===== src/rtl/intersection_scheduler.sv =====
// Two-road intersection scheduler: NS/EW greens with min/max timing,
// yellow and all-red clearance, and an all-stop pedestrian walk phase.
//
// Ports:
//   clk, rst         clock; asynchronous active-high reset
//   req_ns, req_ew   vehicle demand levels, sampled every edge
//   ped_req          pedestrian button pulse, latched until served
//   ns_r/ns_y/ns_g   NS lamp head
//   ew_r/ew_y/ew_g   EW lamp head
//   walk             pedestrian walk lamp
//   phase            current state code (debug)
module intersection_scheduler #(
   parameter int T_MIN_G = 16,
   parameter int T_MAX_G = 64,
   parameter int T_Y     = 8,
   parameter int T_AR    = 4,
   parameter int T_WALK  = 32,
   parameter int CNT_W   = 8
) (
   input  logic       clk,
   input  logic       rst,
   input  logic       req_ns,
   input  logic       req_ew,
   input  logic       ped_req,
   output logic       ns_r,
   output logic       ns_y,
   output logic       ns_g,
   output logic       ew_r,
   output logic       ew_y,
   output logic       ew_g,
   output logic       walk,
   output logic [2:0] phase
);

   typedef enum logic [2:0] {
      AR_EW  = 3'd0,
      NS_G   = 3'd1,
      NS_Y   = 3'd2,
      AR_NS  = 3'd3,
      EW_G   = 3'd4,
      EW_Y   = 3'd5,
      PED    = 3'd6,
      ST_ILL = 3'd7
   } state_e;

   localparam logic [CNT_W-1:0] MIN_L  = CNT_W'(T_MIN_G - 1);
   localparam logic [CNT_W-1:0] MAX_L  = CNT_W'(T_MAX_G - 1);
   localparam logic [CNT_W-1:0] Y_L    = CNT_W'(T_Y - 1);
   localparam logic [CNT_W-1:0] AR_L   = CNT_W'(T_AR - 1);
   localparam logic [CNT_W-1:0] WALK_L = CNT_W'(T_WALK - 1);

   state_e           state_q, state_d;
   logic [CNT_W-1:0] cnt_q, cnt_d;
   logic             ped_pend_q, ped_pend_d;
   logic             ped_ret_q, ped_ret_d;

   logic ns_exit, ew_exit, ped_enter;

   // Leave a green once min green is served and the other side
   // (or a pedestrian) waits; own demand stretches it to max green.
   assign ns_exit = (cnt_q >= MIN_L)
                 && (req_ew || ped_pend_q)
                 && (!req_ns || cnt_q >= MAX_L);

   assign ew_exit = (cnt_q >= MIN_L)
                 && (req_ns || ped_pend_q)
                 && (!req_ew || cnt_q >= MAX_L);

   always_comb begin
      state_d   = state_q;
      ped_ret_d = ped_ret_q;
      case (state_q)
         AR_EW: begin
            if (cnt_q == AR_L) begin
               if (ped_pend_q) begin
                  state_d   = PED;
                  ped_ret_d = 1'b0;
               end else begin
                  state_d = NS_G;
               end
            end
         end
         NS_G: if (ns_exit) state_d = NS_Y;
         NS_Y: if (cnt_q == Y_L) state_d = AR_NS;
         AR_NS: begin
            if (cnt_q == AR_L) begin
               if (ped_pend_q) begin
                  state_d   = PED;
                  ped_ret_d = 1'b1;
               end else begin
                  state_d = EW_G;
               end
            end
         end
         EW_G: if (ew_exit) state_d = EW_Y;
         EW_Y: if (cnt_q == Y_L) state_d = AR_EW;
         PED: begin
            if (cnt_q == WALK_L) begin
               state_d = ped_ret_q ? EW_G : NS_G;
            end
         end
         default: state_d = AR_EW;
      endcase
   end

   assign ped_enter = (state_d == PED) && (state_q != PED);

   always_comb begin
      if (state_d != state_q) begin
         cnt_d = '0;
      end else if (cnt_q == {CNT_W{1'b1}}) begin
         cnt_d = cnt_q;
      end else begin
         cnt_d = cnt_q + 1'b1;
      end
   end

   // Entering the walk phase consumes the request, even one arriving
   // on the same edge.
   assign ped_pend_d = ped_enter ? 1'b0 : (ped_pend_q || ped_req);

   always_ff @(posedge clk or posedge rst) begin
      if (rst) begin
         state_q    <= AR_EW;
         cnt_q      <= '0;
         ped_pend_q <= 1'b0;
         ped_ret_q  <= 1'b0;
      end else begin
         state_q    <= state_d;
         cnt_q      <= cnt_d;
         ped_pend_q <= ped_pend_d;
         ped_ret_q  <= ped_ret_d;
      end
   end

   // Red is the default so the illegal code decodes as all-stop.
   assign ns_g  = (state_q == NS_G);
   assign ns_y  = (state_q == NS_Y);
   assign ns_r  = !(ns_g || ns_y);
   assign ew_g  = (state_q == EW_G);
   assign ew_y  = (state_q == EW_Y);
   assign ew_r  = !(ew_g || ew_y);
   assign walk  = (state_q == PED);
   assign phase = state_q;

endmodule


===== config.mk =====
export PLATFORM = sky130hd
export DESIGN_NAME = intersection_scheduler
export DESIGN_NICKNAME = d
export VERILOG_FILES = /design/src/rtl/intersection_scheduler.sv
export SDC_FILE = /design/constraint.sdc
export NUM_CORES = 1
export LEC_CHECK = 0
export CORE_UTILIZATION = 44
export DETAILED_ROUTE_END_ITERATION = 6
export GPL_TIMING_DRIVEN = 0
export PLACE_DENSITY = 0.77
export SETUP_SLACK_MARGIN = 0.2
export SYNTH_ARGS = -nofsm -noshare
export SYNTH_HDL_FRONTEND = slang
export SYNTH_SLANG_ARGS = --single-unit
export TNS_END_PERCENT = 30

===== constraint.sdc =====
create_clock -name clk -period 2.73 [get_ports clk]
set_clock_uncertainty 0.05 [all_clocks]
set_input_delay 0.546 -clock clk [delete_from_list [all_inputs] [get_ports clk]]
set_output_delay 0.546 -clock clk [all_outputs]
set_load 0.02 [all_outputs]

## After elaboration in Yosys (flattened, before gate mapping)

Cells that the tools add are included.

- Register bits: 13
- Word-level logic and storage cells: 63
- Output and inout bits: 10
- Bits of input ports: 5

- Add/subtract/negate cells: 1
- Order comparisons: 2
- Multiplexer cells: 19
- Reduce and logical (&&, ||, !) cells: 19
- Equal/unequal tests: 18

Operators by type and width:

| operator | number |
|---|---|
| 3-bit two-way mux | 9 |
| 3-bit one-hot mux with 7 select lines | 1 |
| 8-bit two-way mux | 2 |
| 3-bit equality test (second input constant) | 4 |
| 2-bit inequality test (second input constant) | 5 |
| 8-bit by 1-bit adder with 8-bit output (second input constant) | 1 |
| 8-bit by 2-bit equality test with 1-bit output (second input constant) | 1 |
| 8-bit by 3-bit equality test with 1-bit output (second input constant) | 1 |
| 8-bit by 5-bit equality test with 1-bit output (second input constant) | 1 |
| 8-bit equality test (second input constant) | 1 |
| 8-bit by 4-bit >= comparator with 1-bit output (second input constant) | 1 |
| 8-bit by 6-bit >= comparator with 1-bit output (second input constant) | 1 |
| 1-bit logical OR | 7 |
| 3-bit by 2-bit equality test with 1-bit output (second input constant) | 2 |
| 1-bit logical AND | 5 |
| 1-bit two-way mux | 5 |
| 5-bit AND reduction | 1 |
| 1-bit zero test | 4 |
| 3-bit by 1-bit equality test with 1-bit output (second input constant) | 1 |
| 3-bit zero test | 1 |
| 3-bit inequality test | 1 |
| 3-bit inequality test (second input constant) | 1 |
| 2-bit two-way mux | 1 |
| 1-bit one-hot mux with 2 select lines | 1 |
| 2-bit nonzero test | 1 |

## Depth between registers and ports, before layout

Gate-level depths: netlist of run 1.

- Depth in word-level cells: 8
- Depth in mapped cells: 8
- Mapped depth without buffers: 6

## Least setup slack after synthesis of run 1

Ideal clock, no wire load.

- Path type: flip-flop to flip-flop
- Start: register state_q[2] (netlist: phase[2])
- End: register cnt_q[0]
- Stages on the path, launching flop included: 6
- Path slack: 0.380 ns
- Data required time: 2.538 ns
- Arrival time: 2.158 ns
- Cells stage by stage: dfrtp_1 -> clkbuf_1 -> nor3_1 -> o211ai_1 -> a221oi_4 -> nor4_1

- Word-level cells in the longest chain between the ends: 4

Ends and longest elaborated chain:

| element | RTL line | source |
|---|---|---|
| start, declared | 52 | `state_e state_q, state_d;` |
| start signal, assigned | 129 | `state_q <= state_d;` |
| 3-bit by 1-bit equality test with 1-bit output * | -- |  |
| via ns_g | 27 | `output logic ns_g,` |
| 3-bit one-hot mux with 7 select lines * | 72 | `case (state_q)` |
| 3-bit inequality test * | 109 | `if (state_d != state_q) begin` |
| 2-bit inequality test (no line) or 8-bit two-way mux (tied branches) | -- |  |
| end signal, assigned | 130 | `cnt_q <= cnt_d;` |
| end, declared | 53 | `logic [CNT_W-1:0] cnt_q, cnt_d;` |

Mark *: on every way through the listed nets, which the timed path passes. The rest lies on a longest branch.
A chain may end at the register's enable or synchronous reset.

## Worst setup path in the final report of run 1

- Start: register state_q[1] (netlist: phase[1])
- End: output ew_r

- Word-level cells in the longest chain between the ends: 3

Ends and longest elaborated chain:

| element | RTL line | source |
|---|---|---|
| 3-bit equality test (on tied branches) | 140, 141 |  |
| 1-bit logical OR * | 142 | `assign ew_r = !(ew_g \|\| ew_y);` |
| 1-bit zero test * | 142 |  |
| end, declared | 28 | `output logic ew_r,` |

Every way passes the cells marked *; elsewhere a longest branch is shown, timed or not.

==> impl_results.md, run 1 <==
* Worst path slowest cell: clkdlybuf4s50_1
* Rows at 17
* Final slew viol count at 0
* Vias after detailed routing at 1021
* Largest stage delay, worst path at 0.61 ns
* Register area share after synthesis at 32.14%
* Mapped Cells at 118
* Area delta synth->final at 26.08%
* Syn Nets at 124
* ANT nets after route at 0
* Initial DRT Pass Iterations at 4
* Syn Std Cell Area at 0.001012 mm2
* Fmax at 0.3922 GHz
* Hold_buf cts at 0
* Total power per unit cell area at 915.4 mW/mm2
* N_diodes at 0
* Multi-input logic area at 666.9 um2
* Syn_area_per_cell at 8.578 um2
* Final hold vios at 0
* Top-Level Pins at 15
* Layout cell share with drive strength beyond 1 at 19.57%
* Worst-margin pin slew at 0.5209 ns
* Core area at 0.002191 mm2
* Library cells used by synthesis at 42
* Cell depth of the worst flop-to-flop path at 8
* DP Wirelength at 1848 um
* Hold crit path type: in2async
* CP max FO at 10
* Die Wd at 49.97 um
* Clk pin slew, worst setup/hold paths at 0.09 ns
* FF/Latch Area at 325.3 um2
* Leak at 0.5265 nW
* Die H at 49.97 um
* Drt first-iter violations at 42
* Yosys reg bits at 13
* Top FF cell, synth: dfrtp_1
* Hold WS at 0.5321 ns
* IO buf count at 14
* Initial Util at 46.20%
* Total GRT Usage at 21.77%
* Fin crit share at 93.40%
* Vias per cell at 6.151
* Nets at 145
* Setup violators final at 0
* Final RePlAce weighted congestion at 0.8355
* Worst Setup Slack, final at 0.1802 ns
* CTS tree: built
* Global-route wire length before repair at 4057 um
* Number of synthesized flops with an enable pin at 0
* Routed WL at 2602 um
* CP Data Required Time at 2.13 ns
* Die area at 0.002497 mm2
* Clock Sinks at 13
* Pre-CTS WS at 0.2123 ns
* Grt ovf at 0
* Fin crit period at 2.550 ns
* # H-tree levels at 1
* Fill cells at 200
* Peak VDD IR at 0.0007836 V
* Number of global-route vias before repair at 896
* Area contributors post-synth: dfrtp_1 (32%), nor4_1 (5.6%), nand2_1 (4.4%)
* Clock tree buffer depth at 2
* YS warnings at 0
* Worst-path cell chain: clkbuf_1 > nand2b_1 > clkdlybuf4s50_1
* Synth area leader: dfrtp_1
* Critical path type: reg2out
* Arrival time of the worst setup path at 1.95 ns
* Setup TNS at 0 ns
* TritonCTS Buffers at 3
* DRC at 0
* Crit end category: output pin
* Yosys top cell area share at 32.14%
* CP startpoint kind: flip-flop
* Antenna violations before repair at 0
* Outcome: finished clean
* # Max-Cap Violations at 0
* Largest net degree at the start of global routing at 14
* Normalized max-slew margin at 65.28%
* Clk_lat worst skew at 0.28 ns
* Ys async rst share at 100.0%
* Drt wl/cell at 15.67 um
* RSZ-0062 raised after global routing: yes
* CTS Root Cell: clkbuf_4
## logic make-up (layout without fill, tap and decap cells)
family,after synthesis,count (layout),synth area share (%)
simple gates,59,59,33.00
buf+inv,14,34,6.303
flops,13,13,32.14
mux,4,4,4.203
compound gates,24,24,20.52
fa+ha+maj,1,1,1.236
xor+xnor,3,3,2.596
## timing repair
action	CTS	global route
endpoints found under the setup margin	4	14
pin swaps	0	1
resized for setup	1	10
setup buffers	0	2
## through the flow
step	util, %	instances	instance area (um2)	total power [mW]
4_1_cts	55.63	164	1219	1.106
3_3_place_gp	54.20	160	1187	0.9591
5_1_grt	58.25	166	1276	1.249
2_1_floorplan	-	118	1012	0.7866
3_5_place_dp	54.20	160	1187	0.9842
6_report	58.25	166	1276	1.168
## cell usage after synthesis (2+ instances only)
cell and instances:
inv_1 4, mux2i_1 2, mux2_2 2, nand2_1 12, nand4_1 4, buf_1 2
a31oi_1 5, and3_1 2, or2_2 2, nor2_1 11, clkbuf_1 4, buf_2 3
or3_1 2, a211oi_1 2, xor2_1 2, nor4_1 9, nor2b_1 3, nand2b_1 2
a21oi_1 2, dfrtp_1 13, nor3_1 4, o21ai_0 3, o211ai_1 2, nand3_1 3
## registers in the layout (all words and copies together) (netlist names)
register / count
cnt_q: 8
ped_pend_q: 1
ped_ret_q: 1
phase: 3
## routing by layer
layer	GRT usage (%)	wire length, um
met1	28.79	1135
met2	36.26	1257
met3	1.852	181
met4	8.571	27
met5	0	0
## critical path: cells and delay by family (launching register included)
family                 cells  cell delay, ns
AND/OR/NAND/NOR            1            0.20
buffers and inverters      2            0.99
flip-flops                 1            0.49
## area by class of cell
class	count	area share [%]
multi-input cells	91	52.26
flip-flops and latches	13	25.49
repair buffers	16	12.35
plain buffers	10	3.922
well taps	28	2.745
clock buffers	4	2.059
inverters	4	1.176
## power breakdown
part	internal, mW	total [mW]	switching (mW)
Sequential	0.252	0.308	0.0558
Clock	0.0567	0.125	0.0679
Combinational	0.310	0.736	0.426
## cell usage in the layout, fill, tap and decap left out, drive strengths merged, types with 3 or more instances in the layout
cell and count:
dfrtp 13, nand4 4, nor2b 3, nor4 9, nor3 5, inv 4
clkdlybuf4s50 13, buf 8, nand3 3, nor2 11, clkbuf 8, nand2 12
a31oi 6, o21ai 3
## worst paths after layout
path | from | to | slack [ns]
worst max-delay path | phase[1] | ew_r | 0.18
worst min-delay path | rst | cnt_q[2] | 0.53
worst max register to register | cnt_q[0] | cnt_q[1] | 0.33
worst min register to register | ped_ret_q | ped_ret_q | 0.56
max in group asynchronous | rst | cnt_q[0] | 1.74
min in group clk | ped_ret_q | ped_ret_q | 0.56
(Power assumes the default switching activity.)
==> run 2, diff against run 1 <==
Settings changed: CTS_BUF_LIST from default to sky130_fd_sc_hd__clkbuf_16.
==> impl_results.md, run 2 (synthesized netlist as in run 1, its figures left out) <==
* DRC at 0
* Leak at 0.5434 nW
* Largest reg by FF count: cnt_q
* Routed WL at 2755 um
* Initial Util at 46.20%
* TritonCTS Buffers at 3
* Clk pin slew, worst setup/hold paths at 0.05 ns
* Largest net degree at the start of global routing at 14
* Worst r2r dst: cnt_q[5]
* Reg2reg setup slack at 0.28 ns
* Hold_buf cts at 0
* Setup TNS at 0 ns
* Final slew viol count at 0
* CTS tree: built
* Sw Share at 42.82%
* Total GRT Usage at 23.97%
* Area delta synth->final at 30.16%
* Fin crit period at 2.521 ns
* DP Wirelength at 1848 um
* Fin area at 0.001318 mm2
* Worst path slowest cell: clkdlybuf4s50_1
* Die area at 0.002497 mm2
* Arrival time of the worst setup path at 1.93 ns
* IO buf count at 14
* Hold crit path type: reg2reg
* Core area at 0.002191 mm2
* Max reg flops at 8
* Worst-margin pin slew at 0.5458 ns
* Fin crit share at 92.35%
* # Max-Cap Violations at 0
* Crit path buf inv count at 2
* Hold_sp: ped_ret_q
* Pre-CTS WS at 0.2123 ns
* Placed cell area at 0.001187 mm2
* Outcome: finished clean
* Routed met3 length at 227 um
* Die H at 49.97 um
* Global-route wire length before repair at 4388 um
* Rows at 17
* Vias per cell at 6.169
* Post-Route M1 WL at 1107 um
* Top layer in use: met4
* Critical path type: reg2out
* Design internal power at 0.7536 mW
* Crit end category: output pin
* ANT nets after route at 0
* Largest stage delay, worst path at 0.68 ns
* Normalized max-slew margin at 63.61%
* Number of global-route vias before repair at 946
* Clk_lat worst skew at 0.24 ns
* Worst Setup Slack, final at 0.2089 ns
* Clock tree buffer depth at 2
* Top-Level Pins at 15
* WHS Endpoint: ped_ret_q
* RSZ-0062 raised after global routing: yes
* CP startpoint kind: flip-flop
* Logic pwr share at 55.6%
* Antenna violations before repair at 0
* Final RePlAce weighted congestion at 0.8355
* Peak VDD IR at 0.0007890 V
* CP max FO at 6
* Setup violators final at 0
* Drt wl/cell at 16.60 um
* Cell depth of the worst flop-to-flop path at 8
* Drt first-iter violations at 52
* Initial DRT Pass Iterations at 4
* Most frequent cells in the layout: dfrtp_1 (13), clkdlybuf4s50_1 (13), nand2_1 (12)
* CTS Root Cell: clkbuf_16
* Clock Sinks at 13
* N_diodes at 0
* Layout cell share with drive strength beyond 1 at 18.84%
* Fill cells at 188
* Final hold vios at 0
* CP Data Required Time at 2.13 ns
* Clock network power share at 21.0%
* Total power per unit cell area at 1000 mW/mm2
* # H-tree levels at 1
* Die Wd at 49.97 um
* Worst hold path depth at 2
* Routed wl met2 at 1257 um
* NetSw at 0.5645 mW
* Reg2Reg Launch Point: cnt_q[0]
* Worst-path cell chain: inv_1 > nor3_1 > clkdlybuf4s50_1
* Reg power frac at 23.4%
* Grt ovf at 0
* Top Family by Delay on Critical Path: buffers and inverters
* Vias after detailed routing at 1024
* Nets at 145
* Fmax at 0.3966 GHz
## run 2: worst max path at each step
stage,start,end,depth (start not counted)
floorplan,phase[2],cnt_q[0],5
global placement,req_ns,cnt_q[2],6
detailed placement,req_ns,cnt_q[5],6
global route,phase[1],ns_y,3
CTS,phase[2],ew_g,4
finish,phase[1],ns_y,3
## run 2: through the flow
step	hold slack (ns)	util [%]	std cells	power, mW
6_report	0.5651	60.14	166	1.318
5_1_grt	0.6060	60.14	166	1.404
4_1_cts	0.5539	58.02	164	1.269
3_5_place_dp	0.5363	54.20	160	0.9842
3_3_place_gp	0.5199	54.20	160	0.9591
2_1_floorplan	0.3730	-	118	0.7866
## run 2: timing repair
item | in CTS | in global routing
pin swaps | 0 | 1
endpoints found under the setup margin | 4 | 14
cloned | 0 | 0
setup buffers | 0 | 2
gates resized for setup | 1 | 8
## run 2: final cells by class
cell class                      count  area [um2]  share of cell area (%)
Clock buffer                        3       75.07                   5.698
Timing Repair Buffer               16       157.7                   11.97
Multi-Input combinational cell     91       655.6                   49.76
Clock inverter                      1       3.754                  0.2849
Sequential cell                    13       325.3                   24.69
Buffer                             10       50.05                   3.799
Inverter                            4       15.01                   1.140
Tap cell                           28       35.03                   2.659
## run 2: per-layer routing
layer,track usage [%],vias up
met3,4.012,20
li1,-,489
met2,40.09,59
met1,29.73,456
met4,10.95,0
met5,0,-
## run 2: worst reg2reg max path: cells and delay by family (launching register included)
family,cells,cell delay (ns)
flip-flops,1,0.39
buffers and inverters,2,0.38
adder cells (fa/ha/maj),1,0.16
AO/OA/AOI/OAI,2,0.51
AND/OR/NAND/NOR,3,0.83
## run 2: power groups by stage
stage	Clock, mW	Sequential [mW]	Combinational [mW]
CTS	0.276	0.306	0.688
detailed placement	0	0.307	0.677
global placement	0	0.302	0.657
global route	0.288	0.314	0.802
floorplan	0	0.311	0.476
finish	0.277	0.308	0.733
